--- src/rtl/crdhold_stream_arbiter.sv ---
// crdhold_stream_arbiter
//   Shares one crdhold unit between two requesters. A requester owns the
//   unit for a whole job, from its first token until the done token has
//   left the unit on both output streams. While it owns the unit, its two
//   input streams and two output streams are muxed straight onto the
//   cmrg_* ports with no added latency. Token data is never modified.
//
// Ports
//   clk, rst_n                 clock, synchronous active-low reset
//   clk_en, tile_en            both must be 1 for state to advance;
//                              otherwise all valid/ready outputs are 0
//   flush                      synchronous soft reset of arbitration state
//   rR_coord_in_K[_valid]      requester R input stream K (into the arbiter)
//   rR_coord_in_K_ready        ready back to requester R
//   rR_coord_out_K[_valid]     requester R output stream K (out of arbiter)
//   rR_coord_out_K_ready       ready from requester R sink
//   cmrg_coord_in_K[_valid]    stream K towards the shared unit
//   cmrg_coord_in_K_ready      ready from the shared unit
//   cmrg_coord_out_K[_valid]   stream K coming back from the shared unit
//   cmrg_coord_out_K_ready     ready towards the shared unit
//   grant                      one-hot owner, 0 when idle
//   busy                       1 while a job is granted
//
// Optional feature (macro CRDHOLD_ARB_STATS_EN)
//   Adds r0_jobs_done / r1_jobs_done: 16-bit wrapping per-requester
//   counts of completed jobs, cleared by reset and flush.

module crdhold_stream_arbiter #(
  parameter int                    DATA_WIDTH = 17,
  parameter logic [DATA_WIDTH-1:0] DONE_TOKEN = 17'h10100
) (
  input  logic                  clk,
  input  logic                  rst_n,
  input  logic                  clk_en,
  input  logic                  flush,
  input  logic                  tile_en,

  input  logic [DATA_WIDTH-1:0] r0_coord_in_0,
  input  logic                  r0_coord_in_0_valid,
  output logic                  r0_coord_in_0_ready,
  input  logic [DATA_WIDTH-1:0] r0_coord_in_1,
  input  logic                  r0_coord_in_1_valid,
  output logic                  r0_coord_in_1_ready,
  output logic [DATA_WIDTH-1:0] r0_coord_out_0,
  output logic                  r0_coord_out_0_valid,
  input  logic                  r0_coord_out_0_ready,
  output logic [DATA_WIDTH-1:0] r0_coord_out_1,
  output logic                  r0_coord_out_1_valid,
  input  logic                  r0_coord_out_1_ready,

  input  logic [DATA_WIDTH-1:0] r1_coord_in_0,
  input  logic                  r1_coord_in_0_valid,
  output logic                  r1_coord_in_0_ready,
  input  logic [DATA_WIDTH-1:0] r1_coord_in_1,
  input  logic                  r1_coord_in_1_valid,
  output logic                  r1_coord_in_1_ready,
  output logic [DATA_WIDTH-1:0] r1_coord_out_0,
  output logic                  r1_coord_out_0_valid,
  input  logic                  r1_coord_out_0_ready,
  output logic [DATA_WIDTH-1:0] r1_coord_out_1,
  output logic                  r1_coord_out_1_valid,
  input  logic                  r1_coord_out_1_ready,

  output logic [DATA_WIDTH-1:0] cmrg_coord_in_0,
  output logic                  cmrg_coord_in_0_valid,
  input  logic                  cmrg_coord_in_0_ready,
  output logic [DATA_WIDTH-1:0] cmrg_coord_in_1,
  output logic                  cmrg_coord_in_1_valid,
  input  logic                  cmrg_coord_in_1_ready,
  input  logic [DATA_WIDTH-1:0] cmrg_coord_out_0,
  input  logic                  cmrg_coord_out_0_valid,
  output logic                  cmrg_coord_out_0_ready,
  input  logic [DATA_WIDTH-1:0] cmrg_coord_out_1,
  input  logic                  cmrg_coord_out_1_valid,
  output logic                  cmrg_coord_out_1_ready,

  output logic [1:0]            grant,
  output logic                  busy
`ifdef CRDHOLD_ARB_STATS_EN
  ,
  output logic [15:0]           r0_jobs_done,
  output logic [15:0]           r1_jobs_done
`endif
);

  typedef logic [DATA_WIDTH-1:0] data_t;
  typedef enum logic {IDLE, GRANT} state_t;

  state_t     state_q, state_d;
  logic       owner_q, owner_d;
  logic       last_owner_q, last_owner_d;
  logic [1:0] in_done_q, in_done_d;
  logic [1:0] out_done_q, out_done_d;
  logic       release_job;
  logic       active;
  logic [1:0] req_any;

  // Port bundles indexed [requester][stream] so the mux is a plain index.
  data_t req_in_data   [2][2];
  logic  req_in_valid  [2][2];
  logic  req_out_ready [2][2];
  data_t unit_out_data [2];
  logic  unit_out_valid[2];
  logic  unit_in_ready [2];

  logic  req_in_ready_c [2][2];
  logic  req_out_valid_c[2][2];
  data_t req_out_data_c [2][2];
  data_t unit_in_data_c [2];
  logic  unit_in_valid_c[2];
  logic  unit_out_ready_c[2];

  assign req_in_data[0][0]   = r0_coord_in_0;
  assign req_in_data[0][1]   = r0_coord_in_1;
  assign req_in_data[1][0]   = r1_coord_in_0;
  assign req_in_data[1][1]   = r1_coord_in_1;
  assign req_in_valid[0][0]  = r0_coord_in_0_valid;
  assign req_in_valid[0][1]  = r0_coord_in_1_valid;
  assign req_in_valid[1][0]  = r1_coord_in_0_valid;
  assign req_in_valid[1][1]  = r1_coord_in_1_valid;
  assign req_out_ready[0][0] = r0_coord_out_0_ready;
  assign req_out_ready[0][1] = r0_coord_out_1_ready;
  assign req_out_ready[1][0] = r1_coord_out_0_ready;
  assign req_out_ready[1][1] = r1_coord_out_1_ready;
  assign unit_out_data[0]    = cmrg_coord_out_0;
  assign unit_out_data[1]    = cmrg_coord_out_1;
  assign unit_out_valid[0]   = cmrg_coord_out_0_valid;
  assign unit_out_valid[1]   = cmrg_coord_out_1_valid;
  assign unit_in_ready[0]    = cmrg_coord_in_0_ready;
  assign unit_in_ready[1]    = cmrg_coord_in_1_ready;

  // tile_en=0 behaves exactly like a clock-enable stall.
  assign active     = clk_en & tile_en;
  assign req_any[0] = req_in_valid[0][0] | req_in_valid[0][1];
  assign req_any[1] = req_in_valid[1][0] | req_in_valid[1][1];

  always_comb begin
    // NOTE: every signal written here gets a default first, so no path
    // through the block leaves a value unassigned and no latch is inferred.
    for (int r = 0; r < 2; r++) begin
      for (int k = 0; k < 2; k++) begin
        req_in_ready_c[r][k]  = 1'b0;
        req_out_valid_c[r][k] = 1'b0;
        req_out_data_c[r][k]  = '0;
      end
    end
    for (int k = 0; k < 2; k++) begin
      unit_in_data_c[k]   = '0;
      unit_in_valid_c[k]  = 1'b0;
      unit_out_ready_c[k] = 1'b0;
    end

    // Data follows the owner even while stalled, so it holds steady as long
    // as the upstream holds; only the handshakes are suppressed on a stall.
    if (state_q == GRANT) begin
      for (int k = 0; k < 2; k++) begin
        unit_in_data_c[k]          = req_in_data[owner_q][k];
        req_out_data_c[owner_q][k] = unit_out_data[k];
        if (active) begin
          // A stream whose done token has gone in stays closed so the
          // owner's next job cannot leak into the current one.
          unit_in_valid_c[k]          = req_in_valid[owner_q][k] & ~in_done_q[k];
          req_in_ready_c[owner_q][k]  = unit_in_ready[k] & ~in_done_q[k];
          req_out_valid_c[owner_q][k] = unit_out_valid[k];
          unit_out_ready_c[k]         = req_out_ready[owner_q][k];
        end
      end
    end

    state_d      = state_q;
    owner_d      = owner_q;
    last_owner_d = last_owner_q;
    in_done_d    = in_done_q;
    out_done_d   = out_done_q;
    release_job  = 1'b0;

    for (int k = 0; k < 2; k++) begin
      if (unit_in_valid_c[k] && unit_in_ready[k] && unit_in_data_c[k] == DONE_TOKEN)
        in_done_d[k] = 1'b1;
      if (unit_out_valid[k] && unit_out_ready_c[k] && unit_out_data[k] == DONE_TOKEN)
        out_done_d[k] = 1'b1;
    end

    case (state_q)
      IDLE: begin
        if (active && (req_any[0] || req_any[1])) begin
          state_d = GRANT;
          owner_d = (req_any[0] && req_any[1]) ? ~last_owner_q : req_any[1];
        end
      end
      GRANT: begin
        // Release looks at the flags including this cycle's transfers, so
        // the final done token and the release happen on the same edge.
        if (&out_done_d) begin
          state_d      = IDLE;
          last_owner_d = owner_q;
          in_done_d    = '0;
          out_done_d   = '0;
          release_job  = 1'b1;
        end
      end
      default: state_d = IDLE;
    endcase
  end

`ifdef CRDHOLD_ARB_STATS_EN
  logic [15:0] jobs_q[2];
  assign r0_jobs_done = jobs_q[0];
  assign r1_jobs_done = jobs_q[1];
`endif

  always_ff @(posedge clk) begin
    // NOTE: state is updated with non-blocking assignments so every
    // register samples the pre-edge values regardless of statement order.
    if (!rst_n || flush) begin
      state_q      <= IDLE;
      owner_q      <= 1'b0;
      last_owner_q <= 1'b1;
      in_done_q    <= '0;
      out_done_q   <= '0;
`ifdef CRDHOLD_ARB_STATS_EN
      jobs_q[0]    <= '0;
      jobs_q[1]    <= '0;
`endif
    end else if (active) begin
      state_q      <= state_d;
      owner_q      <= owner_d;
      last_owner_q <= last_owner_d;
      in_done_q    <= in_done_d;
      out_done_q   <= out_done_d;
`ifdef CRDHOLD_ARB_STATS_EN
      if (release_job) jobs_q[owner_q] <= jobs_q[owner_q] + 16'd1;
`endif
    end
  end

  assign r0_coord_in_0_ready    = req_in_ready_c[0][0];
  assign r0_coord_in_1_ready    = req_in_ready_c[0][1];
  assign r1_coord_in_0_ready    = req_in_ready_c[1][0];
  assign r1_coord_in_1_ready    = req_in_ready_c[1][1];
  assign r0_coord_out_0         = req_out_data_c[0][0];
  assign r0_coord_out_1         = req_out_data_c[0][1];
  assign r1_coord_out_0         = req_out_data_c[1][0];
  assign r1_coord_out_1         = req_out_data_c[1][1];
  assign r0_coord_out_0_valid   = req_out_valid_c[0][0];
  assign r0_coord_out_1_valid   = req_out_valid_c[0][1];
  assign r1_coord_out_0_valid   = req_out_valid_c[1][0];
  assign r1_coord_out_1_valid   = req_out_valid_c[1][1];
  assign cmrg_coord_in_0        = unit_in_data_c[0];
  assign cmrg_coord_in_1        = unit_in_data_c[1];
  assign cmrg_coord_in_0_valid  = unit_in_valid_c[0];
  assign cmrg_coord_in_1_valid  = unit_in_valid_c[1];
  assign cmrg_coord_out_0_ready = unit_out_ready_c[0];
  assign cmrg_coord_out_1_ready = unit_out_ready_c[1];

  assign busy  = (state_q == GRANT);
  assign grant = busy ? (owner_q ? 2'b10 : 2'b01) : 2'b00;

endmodule

--- config.mk ---
export PLATFORM = sky130hd
export DESIGN_NAME = crdhold_stream_arbiter
export DESIGN_NICKNAME = d
export VERILOG_FILES = /design/src/rtl/crdhold_stream_arbiter.sv
export SDC_FILE = /design/constraint.sdc
export NUM_CORES = 1
export LEC_CHECK = 0
export CAP_MARGIN = 20
export CORE_AREA = 2 2 90 92
export CTS_CLUSTER_SIZE = 28
export DETAILED_ROUTE_END_ITERATION = 6
export DIE_AREA = 0 0 92 94
export PLACE_DENSITY_LB_ADDON = 0.08
export SLEW_MARGIN = 20
export SYNTH_ARGS = -nofsm -noshare
export SYNTH_HDL_FRONTEND = slang
export SYNTH_SLANG_ARGS = --single-unit
--- constraint.sdc ---
create_clock -name clk -period 2 [get_ports clk]
set_input_delay 0.6 -clock clk [delete_from_list [all_inputs] [get_ports clk]]
set_output_delay 0.6 -clock clk [all_outputs]
set_load 0.01 [all_outputs]
* Word-level counts from Yosys, hierarchy flattened
Cells that the tools add are included.
** Storage, ports and cells
- Register bits after elaboration :: 7
- Input port bits :: 119
- Word-level logic and storage cells :: 93
** Cells by class
- Order comparisons :: 2
- Equal/unequal tests :: 4
- Muxes and demuxes :: 50
- Bitwise logic cells :: 15
- Reduce and logical (&&, ||, !) cells :: 17
** Operator list (count)
- 34-bit 2-to-1 mux :: 5
- 68-bit AND :: 1
- 68-bit bitwise mux :: 1
- 34-bit demux with 1-bit select :: 2
- 17-bit == test, second input constant :: 4
- 68-bit 2-to-1 mux :: 1
- 4-bit 2-to-1 mux :: 8
- 2-bit 2-to-1 mux :: 15
- 17-bit 2-to-1 mux :: 1
- 1-bit 2-to-1 mux :: 12
- 1-bit logical AND :: 11
- 4-bit AND :: 2
- 4-bit bitwise mux :: 2
- 1-bit AND :: 5
- 2-bit demux with 1-bit select :: 2
- 1-bit inverter :: 4
- 4-bit AND reduction :: 1
- 3-bit AND reduction :: 1
- 2-bit >= comparator, second input constant :: 1
- 1-bit logical OR :: 2
- 2-bit by 1-bit less-than comparator with 1-bit output, second input constant :: 1
- 1-bit inverter with 2-bit output :: 1
- 1-bit bitwise OR :: 2
- 1-bit case mux with 2 select lines :: 1
- other kinds (2) :: 2

* Depth between registers and ports, before layout
- Depth in word-level cells :: 12
- Depth in mapped cells :: 8
- Mapped depth without buffers :: 5

* Worst setup path after synthesis
Ideal clock, no wire load.
- Kind :: flip-flop to output port
- Start :: reg state_q, in the netlist busy
- End :: out r0_coord_out_0[0]
- Data arrival time :: 1.613 ns
- Data required time :: 1.400 ns
- Slack :: -0.213 ns
- Stages on the path, launching flop included :: 8
- Path buffers :: 4
- Cell sequence :: dfxtp_1 inv_1 buf_2 buf_1 nor2_1 clkbuf_1 clkbuf_1 and2_1
** Between the ends
- Word-level cells in the longest chain between the ends :: 1
** RTL lines
- start, declared :: RTL line 89 : state_t state_q, state_d;
- start signal, assigned :: RTL line 226 : state_q <= state_d;
- 68-bit 2-to-1 mux :: RTL line 155 : if (state_q == GRANT) begin
- end, declared :: RTL line 44 : output logic [DATA_WIDTH-1:0] r0_coord_out_0,
Every way passes these cells.

* Worst setup path after layout
- Start :: in r0_coord_in_1[16]
- End :: reg in_done_q[1]
** Between the ends
- Word-level cells in the longest chain between the ends :: 9
** RTL lines
- start, declared :: RTL line 41 : input logic [DATA_WIDTH-1:0] r0_coord_in_1,
- 34-bit 2-to-1 mux (implied by the code) (*) (3 in series) :: RTL line 157 : unit_in_data_c[k] = req_in_data[owner_q][k];
- 34-bit 2-to-1 mux (*) :: RTL line 155
- 17-bit == test (*) :: RTL line 178 : if (unit_in_valid_c[k] && unit_in_ready[k] && unit_in_data_c[k] == DONE_TOKEN)
- 1-bit logical AND (*) :: RTL line 178
- 1-bit 2-to-1 mux (*) :: RTL line 178
- 2-bit 2-to-1 mux :: RTL line 194 : if (&out_done_d) begin
- 2-bit 2-to-1 mux (*) :: RTL line 184 : case (state_q)
- end signal, assigned :: RTL line 229 : in_done_q <= in_done_d;
- end, declared :: RTL line 92 : logic [1:0] in_done_q, in_done_d;
Mark *: on every way between the ends. The rest lies on a longest branch, timed or not. The select of a mux whose other input is x is not followed.
A chain may end at the register's enable or synchronous reset.

==> run_results.csv <==
group,metric,value,unit
sta,worst_pin_slew,0.282,ns
pwr,leakagePower,2.85,nW
setup_path,worst_setup_path_end_kind,"flip-flop",
global_route,antenna_found_initial,1,
sta,setup_viol,37,
sta,fin_crit,2.26,ns
setup_path,path_cells,"clkdlybuf4s50_1, mux2i_2, nand3b_1, or4_4, or4_4, a21oi_2",
sta,holdWs,0.504,ns
routing,ant_nets,0,
clock_tree,clock_path_buffers,2,
yosys,ys_seq_area_share,8.43,%
pwr,p_per_area,174,mW/mm²
setup_path,crit_path_max_fanout,2,
routing,drc_errors,0,
clock_tree,cts_tree,"yes",
setup_path,cp_data_arrival_time,2.43,ns
finish,seq_area,148,µm²
floorplanning,fp-row-count,32,
floorplanning,die_x,92,µm
global_route,grt_max_degree,35,
yosys,synthMuxAreaShare,22.9,%
flow_run,cap_violations,0,
setup_path,path_buf_inv,1,
finish,syn2layout_area_growth,214,%
routing,routed_wl,11.7,mm
routing,wl_per_cell,17.9,µm
yosys,ys_ff_latch,7,
floorplanning,dieHeight,94,µm
yosys,synth_top_family_by_area,"simple AND/OR/NAND/NOR gates",
setup_path,critPathLaunchType,"primary input",
clock_tree,cts_sinks,7,
yosys,synth.distinct_cells,29,
global_route,grt.overflow.total,0,
routing,vias,3106,
clock_tree,clk_latency,0.23,ns
floorplanning,dieArea,0.00865,mm²
finish,fillers,625,
clock_tree,cts_buffers,3,
clock_tree,clockRootBuffer,"clkbuf_8",
yosys,syn-num-nets,364,
yosys,synth_compound_gate_area_share,6.10,%
sta,final_max_slew_viol_count,0,
sta,fin_worst_skew,0.00727,ns
setup_path,cp_top_family,"simple AND/OR/NAND/NOR gates",
yosys,syn_inst,245,
placement,gp_congestion,0.804,
pwr,finalPower,0.907,mW
placement,hpwl,8.43,mm
setup_path,critPathSlowestCell,"or4_4",
sta,fin_setup_tns,-1.30,ns
clock_tree,h-tree-depth,1,
yosys,synth_xor_xnor_area_share,0,%
yosys,synthAdderAreaFrac,0,%
floorplanning,initial_utilization,21.8,%
sta,final.period_utilization,113,%
sta,relSlewSlack,81.1,%
setup_path,cpPeakStageDelay,0.50,ns
yosys,synthSimpleGateAreaFrac,53.3,%
sta,fmax,442,MHz
global_route,grtUsageTotal,23.5,%
setup_path,critPathKind,"in -> reg",
floorplanning,core-area,0.00761,mm²
setup_path,crit_path_frequent_cell,"or4_4",
sta,setup_ws,-0.263,ns
finish,multi_input_area,0.00188,mm²
floorplanning,ios,236,
clock_tree,clk_pin_slew,0.05,ns
pwr,vdd_drop_max,198,µV
yosys,synthesis.area,0.00166,mm²
routing,drt_iter0_markers,27,
yosys,yosys_warnings,0,
placement,io_buffer_count,235,
sta,finalHoldViolCount,0,
min_path,hp-class,"reg -> reg",
setup_path,cp_data_required_time,2.17,ns
global_route,grt_pass1_wl,16.3,mm
sta,rsz0062_at_grt,"yes",
routing,vias_per_cell,4.75,
yosys,postSynthAreaPerCell,6.78,µm²
global_route,grt_pass1_vias,3047,
status,violations,"negative setup slack",
status,outcome,"finished, violations left",
routing,first_pass_iters,4,
finish,drive_gt1_share,56.3,%
finish,final_nets,671,
-- logic make-up (layout without fill, tap and decap cells) --
kind of cell | count (synthesis) | after routing
DFF | 7 | 7
muxes | 38 | 38
buffers and inverters | 27 | 333
and+or+nand+nor | 159 | 159
AOI/OAI and AO/OA | 14 | 14
other | 0 | 1
-- repair_timing --
item                       4_1_cts  5_1_grt
pin swaps                       47       46
setup endpoints to repair      123      114
gates resized for setup        585      187
setup buffers                   27       17
cloned                           4        2
hold buffers                     0        0
-- flip-flops by register name, indices dropped and copies added (netlist names) --
signal        flops
owner_q           1
out_done_q        2
busy              1
last_owner_q      1
in_done_q         2
-- cell type report --
type | instances | area share, %
Clock buffer | 3 | 0.792
Inverter | 5 | 0.408
Tap cell | 102 | 2.45
Timing Repair Buffer | 324 | 57.2
Sequential cell | 7 | 2.83
Clock inverter | 1 | 0.0960
Multi-Input combinational cell | 211 | 36.1
Antenna cell | 1 | 0.0480
-- layout by cell type (no fill, tap or decap), types with 2 or more instances in the layout --
| master | netlist | routed |
|---|---|---|
| a21oi_1 | 4 | 2 |
| a21oi_2 | 0 | 2 |
| a41oi_4 | 0 | 2 |
| and2_1 | 36 | 3 |
| and2_4 | 0 | 33 |
| and3_1 | 41 | 36 |
| and3_4 | 0 | 5 |
| buf_12 | 1 | 8 |
| buf_2 | 2 | 47 |
| buf_4 | 0 | 42 |
| buf_6 | 3 | 71 |
| buf_8 | 1 | 4 |
| clkbuf_16 | 0 | 2 |
| clkbuf_2 | 0 | 34 |
| clkbuf_8 | 0 | 3 |
| clkdlybuf4s15_1 | 0 | 12 |
| clkdlybuf4s15_2 | 0 | 4 |
| clkdlybuf4s50_1 | 0 | 11 |
| dfxtp_1 | 7 | 5 |
| dfxtp_4 | 0 | 2 |
| dlygate4sd2_1 | 0 | 56 |
| dlymetal6s2s_1 | 0 | 32 |
| inv_1 | 5 | 4 |
| mux2i_1 | 38 | 22 |
| mux2i_2 | 0 | 6 |
| mux2i_4 | 0 | 10 |
| nand2_1 | 8 | 5 |
| nand2_4 | 0 | 2 |
| nand3b_1 | 4 | 4 |
| nor2_1 | 47 | 36 |
| nor2_2 | 0 | 8 |
| nor2_4 | 0 | 3 |
| nor3_2 | 0 | 3 |
| nor4b_4 | 0 | 4 |
| o31ai_1 | 2 | 2 |
| or4_1 | 7 | 3 |
| or4_4 | 0 | 4 |
| or4b_4 | 0 | 2 |
-- synthesized netlist by cell type --
cell type  instances  area, µm²
a21oi_1            4       20.0
a41oi_1            4       35.0
and2_1            36        225
and3_1            41        257
buf_1              1       3.75
buf_12             1       20.0
buf_2              2       10.0
buf_6              3       33.8
buf_8              1       15.0
clkbuf_1          14       52.6
dfxtp_1            7        140
inv_1              5       18.8
mux2i_1           38        380
nand2_1            8       30.0
nand3_1            2       10.0
nand3b_1           4       30.0
nor2_1            47        176
nor3_1             3       15.0
nor4_1             3       18.8
nor4b_1            4       35.0
nor4bb_1           1       10.0
o2111ai_1          1       8.76
o21ai_0            1       5.00
o311ai_1           1       8.76
o31a_1             1       8.76
o31ai_1            2       15.0
or3_1              1       6.26
or4_1              7       52.6
or4b_1             2       20.0
-- through the flow --
step | instance area [µm²] | setup slack (ns) | util (%) | instances
floorplan | 1760 | -0.0386 | - | 245
detailed placement | 4510 | -0.799 | 59.2 | 612
global route | 5210 | -0.329 | 68.5 | 653
finish | 5210 | -0.263 | 68.5 | 654
CTS | 4920 | -0.252 | 64.7 | 646
global placement | 4510 | -0.808 | 59.2 | 612
-- worst paths after layout --
path	to	depth (start not counted)	startpoint	slack, ns
min reg2reg	out_done_q[0]	2	out_done_q[0]	0.50
min	out_done_q[0]	2	out_done_q[0]	0.50
max	in_done_q[1]	6	r0_coord_in_1[16]	-0.26
max reg2reg	in_done_q[0]	7	owner_q	-0.25
-- routing by layer --
| metal | part of all wire (%) | vias to the layer above | GRT usage (%) |
|---|---|---|---|
| met3 | 8.8 | 12 | 7.78 |
| met4 | 1.2 | 0 | 2.99 |
| met5 | 0 | - | 0 |
| met2 | 55 | 146 | 46.1 |
| li1 | - | 1484 | - |
| met1 | 35 | 1464 | 25.0 |
-- power breakdown --
group / switching, mW / leakage, nW / internal, mW / total [mW]
Sequential: 0.00138 / 0.0581 / 0.139 / 0.140
Clock: 0.0670 / 0.0255 / 0.135 / 0.202
Combinational: 0.224 / 2.77 / 0.341 / 0.564
Total: 0.292 / 2.85 / 0.615 / 0.907
-- worst reg2reg max path, stage by stage (launching register included) --
cell and delay [ns]:
dfxtp_4 0.36, buf_12 0.13, buf_12 0.16, mux2i_4 0.26
a41oi_1 0.13, or4_4 0.51, or4_4 0.51, a21oi_2 0.12
(Power assumes the default switching activity.)
